### config.mk
export PLATFORM = sky130hd
export DESIGN_NAME = pwm_generator_flat
export DESIGN_NICKNAME = d
export VERILOG_FILES = /design/src/rtl/pwm_generator_pkg.sv /design/src/rtl/pwm_generator_if.sv /design/src/rtl/pwm_timebase.sv /design/src/rtl/pwm_generator.sv /design/src/flat_wrapper.sv
export SDC_FILE = /design/constraint.sdc
export NUM_CORES = 1
export LEC_CHECK = 0
export ABC_AREA = 1
export CAP_MARGIN = 25
export CORE_MARGIN = 2
export CORE_UTILIZATION = 45
export DETAILED_ROUTE_END_ITERATION = 10
export DONT_BUFFER_PORTS = 1
export GPL_TIMING_DRIVEN = 1
export PLACE_DENSITY = 0.61
export SYNTH_ARGS = -nofsm -noshare
export SYNTH_HDL_FRONTEND = slang
export SYNTH_SLANG_ARGS = --single-unit
export TNS_END_PERCENT = 100
### constraint.sdc
create_clock -name clk -period 4.4 [get_ports clk]
set_input_delay 0.44 -clock clk [delete_from_list [all_inputs] [get_ports clk]]
set_output_delay 0.44 -clock clk [all_outputs]
set_load 0.02 [all_outputs]
### src/rtl/pwm_generator_pkg.sv
`default_nettype none
// +----------------------------------------------------------------------------+
// | Module      : pwm_generator_pkg                                            |
// | Description : Constants and types shared by the PWM generator and the SPI  |
// |               register block. Holds the counter width, the default         |
// |               prescale, the register map and the duty compare function.    |
// | Revision    : 1.0 - initial release                                        |
// +----------------------------------------------------------------------------+
package pwm_generator_pkg;

  localparam int PWM_CNT_WIDTH    = 8;
  localparam int DEFAULT_PRESCALE = 13;
  localparam int PRESCALE_WIDTH   = 16;   // holds any PRESCALE in 1..65535
  localparam int NUM_CHANNELS     = 16;

  typedef logic [PWM_CNT_WIDTH-1:0] pwm_cnt_t;

  // Register map shared with the SPI register block.
  typedef enum logic [7:0] {
    ADDR_EN_OUT_7_0  = 8'h00,
    ADDR_EN_OUT_15_8 = 8'h01,
    ADDR_EN_PWM_7_0  = 8'h02,
    ADDR_EN_PWM_15_8 = 8'h03,
    ADDR_PWM_DUTY    = 8'h04
  } reg_addr_e;

  // Full scale duty forces a solid high; otherwise a plain compare gives
  // duty*PRESCALE high clocks per period (zero for duty 0).
  function automatic logic pwm_compare(input pwm_cnt_t cnt, input pwm_cnt_t duty);
    return (duty == '1) ? 1'b1 : (cnt < duty);
  endfunction

endpackage
`default_nettype wire

### src/rtl/pwm_generator_if.sv
`default_nettype none
// +----------------------------------------------------------------------------+
// | Module      : pwm_generator_if                                             |
// | Description : Register-side bundle of the PWM generator.                   |
// |               master : drives enables, mode selects and duty; sees out.    |
// |               slave  : the PWM generator itself.                           |
// |   en_reg_out_7_0/15_8 [8] : output enables, channels 7..0 / 15..8          |
// |   en_reg_pwm_7_0/15_8 [8] : PWM-mode selects, channels 7..0 / 15..8        |
// |   pwm_duty_cycle      [8] : requested duty, 0x00 = 0 %, 0xFF = 100 %       |
// |   out                [16] : registered channel outputs, bit i = channel i  |
// |   period_start         [1] : one-clk pulse on the first cycle of a period  |
// | Revision    : 1.0 - initial release                                        |
// +----------------------------------------------------------------------------+
interface pwm_generator_if;
  import pwm_generator_pkg::*;

  logic [7:0]              en_reg_out_7_0;
  logic [7:0]              en_reg_out_15_8;
  logic [7:0]              en_reg_pwm_7_0;
  logic [7:0]              en_reg_pwm_15_8;
  logic [7:0]              pwm_duty_cycle;
  logic [NUM_CHANNELS-1:0] out;
  logic                    period_start;

  modport master (
    output en_reg_out_7_0, en_reg_out_15_8, en_reg_pwm_7_0, en_reg_pwm_15_8,
    output pwm_duty_cycle,
    input  out, period_start
  );

  modport slave (
    input  en_reg_out_7_0, en_reg_out_15_8, en_reg_pwm_7_0, en_reg_pwm_15_8,
    input  pwm_duty_cycle,
    output out, period_start
  );

endinterface
`default_nettype wire

### src/rtl/pwm_timebase.sv
`default_nettype none
// +----------------------------------------------------------------------------+
// | Module      : pwm_timebase                                                 |
// | Description : Prescaler plus 8-bit PWM counter. The prescaler counts       |
// |               0..PRESCALE-1; each terminal count is a tick that advances   |
// |               the PWM counter, which wraps 0xFF -> 0x00.                   |
// |   clk          : system clock, rising edge                                 |
// |   rst_n        : synchronous active-low reset                              |
// |   o_pwm_cnt[8] : current PWM counter value                                 |
// |   o_wrap       : high during the tick on which the counter wraps           |
// | Revision    : 1.0 - initial release                                        |
// +----------------------------------------------------------------------------+
module pwm_timebase
  import pwm_generator_pkg::*;
#(
  parameter int unsigned PRESCALE = DEFAULT_PRESCALE   // legal 1..65535
) (
  input  wire logic clk,
  input  wire logic rst_n,
  output pwm_cnt_t  o_pwm_cnt,
  output logic      o_wrap
);

  localparam logic [PRESCALE_WIDTH-1:0] c_PRE_LAST = PRESCALE_WIDTH'(PRESCALE - 1);

  logic [PRESCALE_WIDTH-1:0] r_pre_cnt;
  pwm_cnt_t                  r_pwm_cnt;
  logic                      w_tick;

  // With PRESCALE = 1 the prescaler stays at 0 and every clock is a tick.
  assign w_tick = (r_pre_cnt == c_PRE_LAST);

  always_ff @(posedge clk) begin
    if (!rst_n) begin
      r_pre_cnt <= '0;
      r_pwm_cnt <= '0;
    end else if (w_tick) begin
      r_pre_cnt <= '0;
      r_pwm_cnt <= r_pwm_cnt + 1'b1;
    end else begin
      r_pre_cnt <= r_pre_cnt + 1'b1;
    end
  end

  assign o_pwm_cnt = r_pwm_cnt;
  assign o_wrap    = w_tick && (r_pwm_cnt == '1);

endmodule
`default_nettype wire

### src/rtl/pwm_generator.sv
`default_nettype none
// +----------------------------------------------------------------------------+
// | Module      : pwm_generator                                                |
// | Description : 16-channel PWM generator. One shared timebase and one        |
// |               shadowed duty value drive all channels in phase. Each        |
// |               channel is off, static high, or PWM, per its enable bits.    |
// |   clk   : system clock, rising edge                                        |
// |   rst_n : synchronous active-low reset                                     |
// |   bus   : pwm_generator_if.slave (enables, modes, duty in; out,            |
// |           period_start out, both registered)                               |
// | Revision    : 1.0 - initial release                                        |
// +----------------------------------------------------------------------------+
module pwm_generator
  import pwm_generator_pkg::*;
#(
  parameter int unsigned PRESCALE = DEFAULT_PRESCALE   // clk cycles per counter step
) (
  input  wire logic       clk,
  input  wire logic       rst_n,
  pwm_generator_if.slave  bus
);

  pwm_cnt_t                w_pwm_cnt;
  logic                    w_wrap;
  logic                    w_pwm_raw;
  logic [NUM_CHANNELS-1:0] w_en_out;
  logic [NUM_CHANNELS-1:0] w_en_pwm;
  logic [NUM_CHANNELS-1:0] w_out_next;

  pwm_cnt_t                r_duty_active;
  logic [NUM_CHANNELS-1:0] r_out;
  logic                    r_period_start;

  pwm_timebase #(
    .PRESCALE (PRESCALE)
  ) u_timebase (
    .clk       (clk),
    .rst_n     (rst_n),
    .o_pwm_cnt (w_pwm_cnt),
    .o_wrap    (w_wrap)
  );

  assign w_en_out  = {bus.en_reg_out_15_8, bus.en_reg_out_7_0};
  assign w_en_pwm  = {bus.en_reg_pwm_15_8, bus.en_reg_pwm_7_0};
  assign w_pwm_raw = pwm_compare(w_pwm_cnt, r_duty_active);

  // Disabled -> 0; enabled static -> 1; enabled PWM -> shared waveform.
  assign w_out_next = w_en_out & (~w_en_pwm | {NUM_CHANNELS{w_pwm_raw}});

  always_ff @(posedge clk) begin
    if (!rst_n) begin
      r_duty_active  <= '0;
      r_out          <= '0;
      r_period_start <= 1'b0;
    end else begin
      // Duty is only taken on the wrap, so a period never mixes two values.
      if (w_wrap) begin
        r_duty_active <= bus.pwm_duty_cycle;
      end
      r_out          <= w_out_next;
      // Delayed by one so the pulse lines up with pwm_cnt == 0x00.
      r_period_start <= w_wrap;
    end
  end

  assign bus.out          = r_out;
  assign bus.period_start = r_period_start;

endmodule
`default_nettype wire

### src/flat_wrapper.sv
// flat-port wrapper written by rule: the top's interface ports become plain ports
module pwm_generator_flat import pwm_generator_pkg::*;
#(
  parameter int unsigned PRESCALE = DEFAULT_PRESCALE                                 
)
  (clk, rst_n, bus_en_reg_out_7_0, bus_en_reg_out_15_8, bus_en_reg_pwm_7_0, bus_en_reg_pwm_15_8, bus_pwm_duty_cycle, bus_out, bus_period_start);
  pwm_generator_if bus_i ();
  input  wire logic clk;
  input  wire logic rst_n;
  input wire logic [$bits(bus_i.en_reg_out_7_0)-1:0] bus_en_reg_out_7_0;
  input wire logic [$bits(bus_i.en_reg_out_15_8)-1:0] bus_en_reg_out_15_8;
  input wire logic [$bits(bus_i.en_reg_pwm_7_0)-1:0] bus_en_reg_pwm_7_0;
  input wire logic [$bits(bus_i.en_reg_pwm_15_8)-1:0] bus_en_reg_pwm_15_8;
  input wire logic [$bits(bus_i.pwm_duty_cycle)-1:0] bus_pwm_duty_cycle;
  output wire logic [$bits(bus_i.out)-1:0] bus_out;
  output wire logic [$bits(bus_i.period_start)-1:0] bus_period_start;
  assign bus_i.en_reg_out_7_0 = bus_en_reg_out_7_0;
  assign bus_i.en_reg_out_15_8 = bus_en_reg_out_15_8;
  assign bus_i.en_reg_pwm_7_0 = bus_en_reg_pwm_7_0;
  assign bus_i.en_reg_pwm_15_8 = bus_en_reg_pwm_15_8;
  assign bus_i.pwm_duty_cycle = bus_pwm_duty_cycle;
  assign bus_out = bus_i.out;
  assign bus_period_start = bus_i.period_start;
  pwm_generator #(.PRESCALE(PRESCALE)) u_core (.clk(clk), .rst_n(rst_n), .bus(bus_i));
endmodule
==> metrics <==
Cells after Synth 352; largest family of logic cells by synthesized area simple AND/OR/NAND/NOR gates; die area 6328 sq um; post-synthesis simple-gate area fraction 0.3546; Die Y 79.55 um; Commonest cells post-synth nand2_1, inv_1, dfxtp_1, nand3_1; Final Hold Viols 0; Starting Density 0.4665; HP Class in -> reg; Pleak 0.001229 uW; min-delay src rst_n; n_diodes 0; EDFF count, synth 0; standard-cell rows 27; Clock Sinks 49; vias per cell 4.850; FF+latch count, synth 49; Synth Area in XOR/XNOR 0.02046; HPWL after detailed placement 3668 um; final WL 4946 um; largest net degree at the start of global routing 22; status complete, no violations; Synth top area share 0.3819; Setup TNS 0 ns; IO Port Bufs 0; DR WL/cell 11.61 um; Final ANT Viol Nets 0; Synth Cell Area 2569 sq um; share of layout cells above drive strength 1 0.1328; routed vias 2,066; min Tclk post-route 1.605 ns; Main synth FF type dfxtp_1; final setup fails 0; ranking of synthesized cells by area dfxtp_1, nand2_1, inv_1, ha_1, nand3_1; R2R depth 8; Post-Layout Cell Count 426; part of the cycle the worst path needs 0.3648; post-synthesis mux area share 0; worst skew pair latency 0.30 ns; fmax 623.1 MHz; Clock transition at path regs 0.09 ns; Slew headroom 0.6419; placed cells 418; TritonRoute pass-1 iters 4; Die X 79.55 um; most frequent cell after synthesis nand2_1; Worst Setup Start Kind flip-flop; synth warn 0; vias in the first global route 1,882; hold path cells 2; Final Skew 0.007231 ns; Async SR Flop Fraction 0; Synth Area in Compound Gates 0.07599; gr usage total 0.1651; Bufs on Longest Clock Path 2; final slew viol count 0; hold endpoint u_core.u_timebase.o_pwm_cnt[3]; flop2flop setup slack 2.80 ns; H-tree lvl count 2; initial antenna violation count 0; Synth Area in Adders 0.04871; first-pass GRT wire length 8349 um; sequential area share after synthesis 0.3819; io pins 59; Cell Pwr Density 304.7 nW/um^2; Core Region 5507 sq um; reg-to-reg critical path startpoint u_core.u_timebase.o_pwm_cnt[5]; VDD IR max 0.0001435 V; Syn Nets 404; RePlAce Congestion 0.8123; r2r endpoint u_core.bus.out[14]; setup repair bufs after CTS 0; Layout area overhead 6.332%; Max-Cap Viols 0; CTS tree built; WP data required 4.66 ns; Synth cell types 35; cell taking the most area after synthesis dfxtp_1; DRC violations left 0; CP Capture Type flip-flop; syn_area_per_cell 7.297 sq um; clock root buffer clkbuf_8; CP Launch Point u_core.u_timebase.o_pwm_cnt[5]; hold_buf cts 0; total CTS buffers 5; DRT iter0 DRCs 75; slew of the pin with the lowest slew margin 0.5366 ns; # resized after CTS 0; CP arrival 1.86 ns; RSZ-0062 raised after global routing no; Overflow after GRT 0; critical path type reg -> reg; worst-path fanout max 16; Final nets 405
flip-flops by register name (all words and copies together) (netlist names):
signal	cells
u_core.bus.period_start	1
u_core.u_timebase.r_pre_cnt	16
u_core.r_duty_active	8
u_core.bus.out	16
u_core.u_timebase.o_pwm_cnt	8
cells by family (layout without fill, tap and decap cells):
group,Yosys count,after routing
fa+ha+maj,10,10
simple gates,179,179
xor+xnor,6,6
buf+inv,74,76
flops,49,49
compound gates,34,34
worst max-delay path: stages (launching register included):
cell	delay [ns]
dfxtp_1	0.46
ha_1	0.29
a21oi_1	0.15
nor2_1	0.05
nor3_1	0.17
nand2_2	0.22
nand3_1	0.12
nand2_1	0.06
inv_1	0.04
metal layers:
metal  GRT usage  wire, um
met3     0.05204       329
met5           0         0
met4     0.04138        40
met1      0.2124      2525
met2      0.2681      2051
cells in the final DEF (no fill, tap or decap), types with 2 or more instances in the layout:
master,count
nand2_2,4
nand3b_1,2
nand2_1,84
nand2_4,3
nand4_1,16
o21ai_0,4
nand3_1,23
nand3_2,3
dfxtp_1,49
xnor2_1,2
nor2_1,22
a21oi_1,22
o21ai_2,2
ha_1,10
inv_2,11
nand4_2,2
xor2_1,4
a21oi_2,4
nor3_2,2
nor3_1,8
nor2_4,5
clkbuf_8,6
inv_1,55
worst max-delay path by stage:
stage	cells past startpoint	endpoint	slack, ns
2_1_floorplan	9	u_core.bus.out[0]	2.91
3_3_place_gp	8	u_core.bus.out[0]	2.83
3_5_place_dp	8	u_core.bus.out[14]	2.81
4_1_cts	8	u_core.bus.out[0]	2.79
5_1_grt	8	u_core.bus.out[15]	2.59
6_report	8	u_core.bus.out[14]	2.80
layout make-up:
type | count | area, sq um
well taps | 72 | 90.09
clock inverters | 1 | 30.03
clock buffers | 7 | 86.33
multi-input cells | 229 | 1284
flip-flops and latches | 49 | 980.9
inverters | 68 | 260.3
fillers | 541 | 2775
metrics by stage:
stage / instance area (sq um) / hold WS (ns) / total power (uW) / worst slack [ns] / utilization
after floorplan: 2569 / 0.4401 / 499.9 / 2.907 / -
after global placement: 2615 / 0.4524 / 500.7 / 2.827 / 0.4749
after detailed placement: 2615 / 0.4544 / 501.7 / 2.815 / 0.4749
after CTS: 2731 / 0.2474 / 840.2 / 2.788 / 0.4960
after global routing: 2731 / 0.2524 / 868.7 / 2.590 / 0.4960
final: 2731 / 0.2562 / 832.4 / 2.795 / 0.4960
where the power goes:
part / leakage (uW) / total (uW) / switching [uW] / internal, uW
clock network: 0.0000585 / 342 / 156 / 186
logic: 0.000773 / 27.3 / 16.0 / 11.2
registers: 0.000398 / 463 / 11.8 / 452
(Power assumes the default switching activity.)
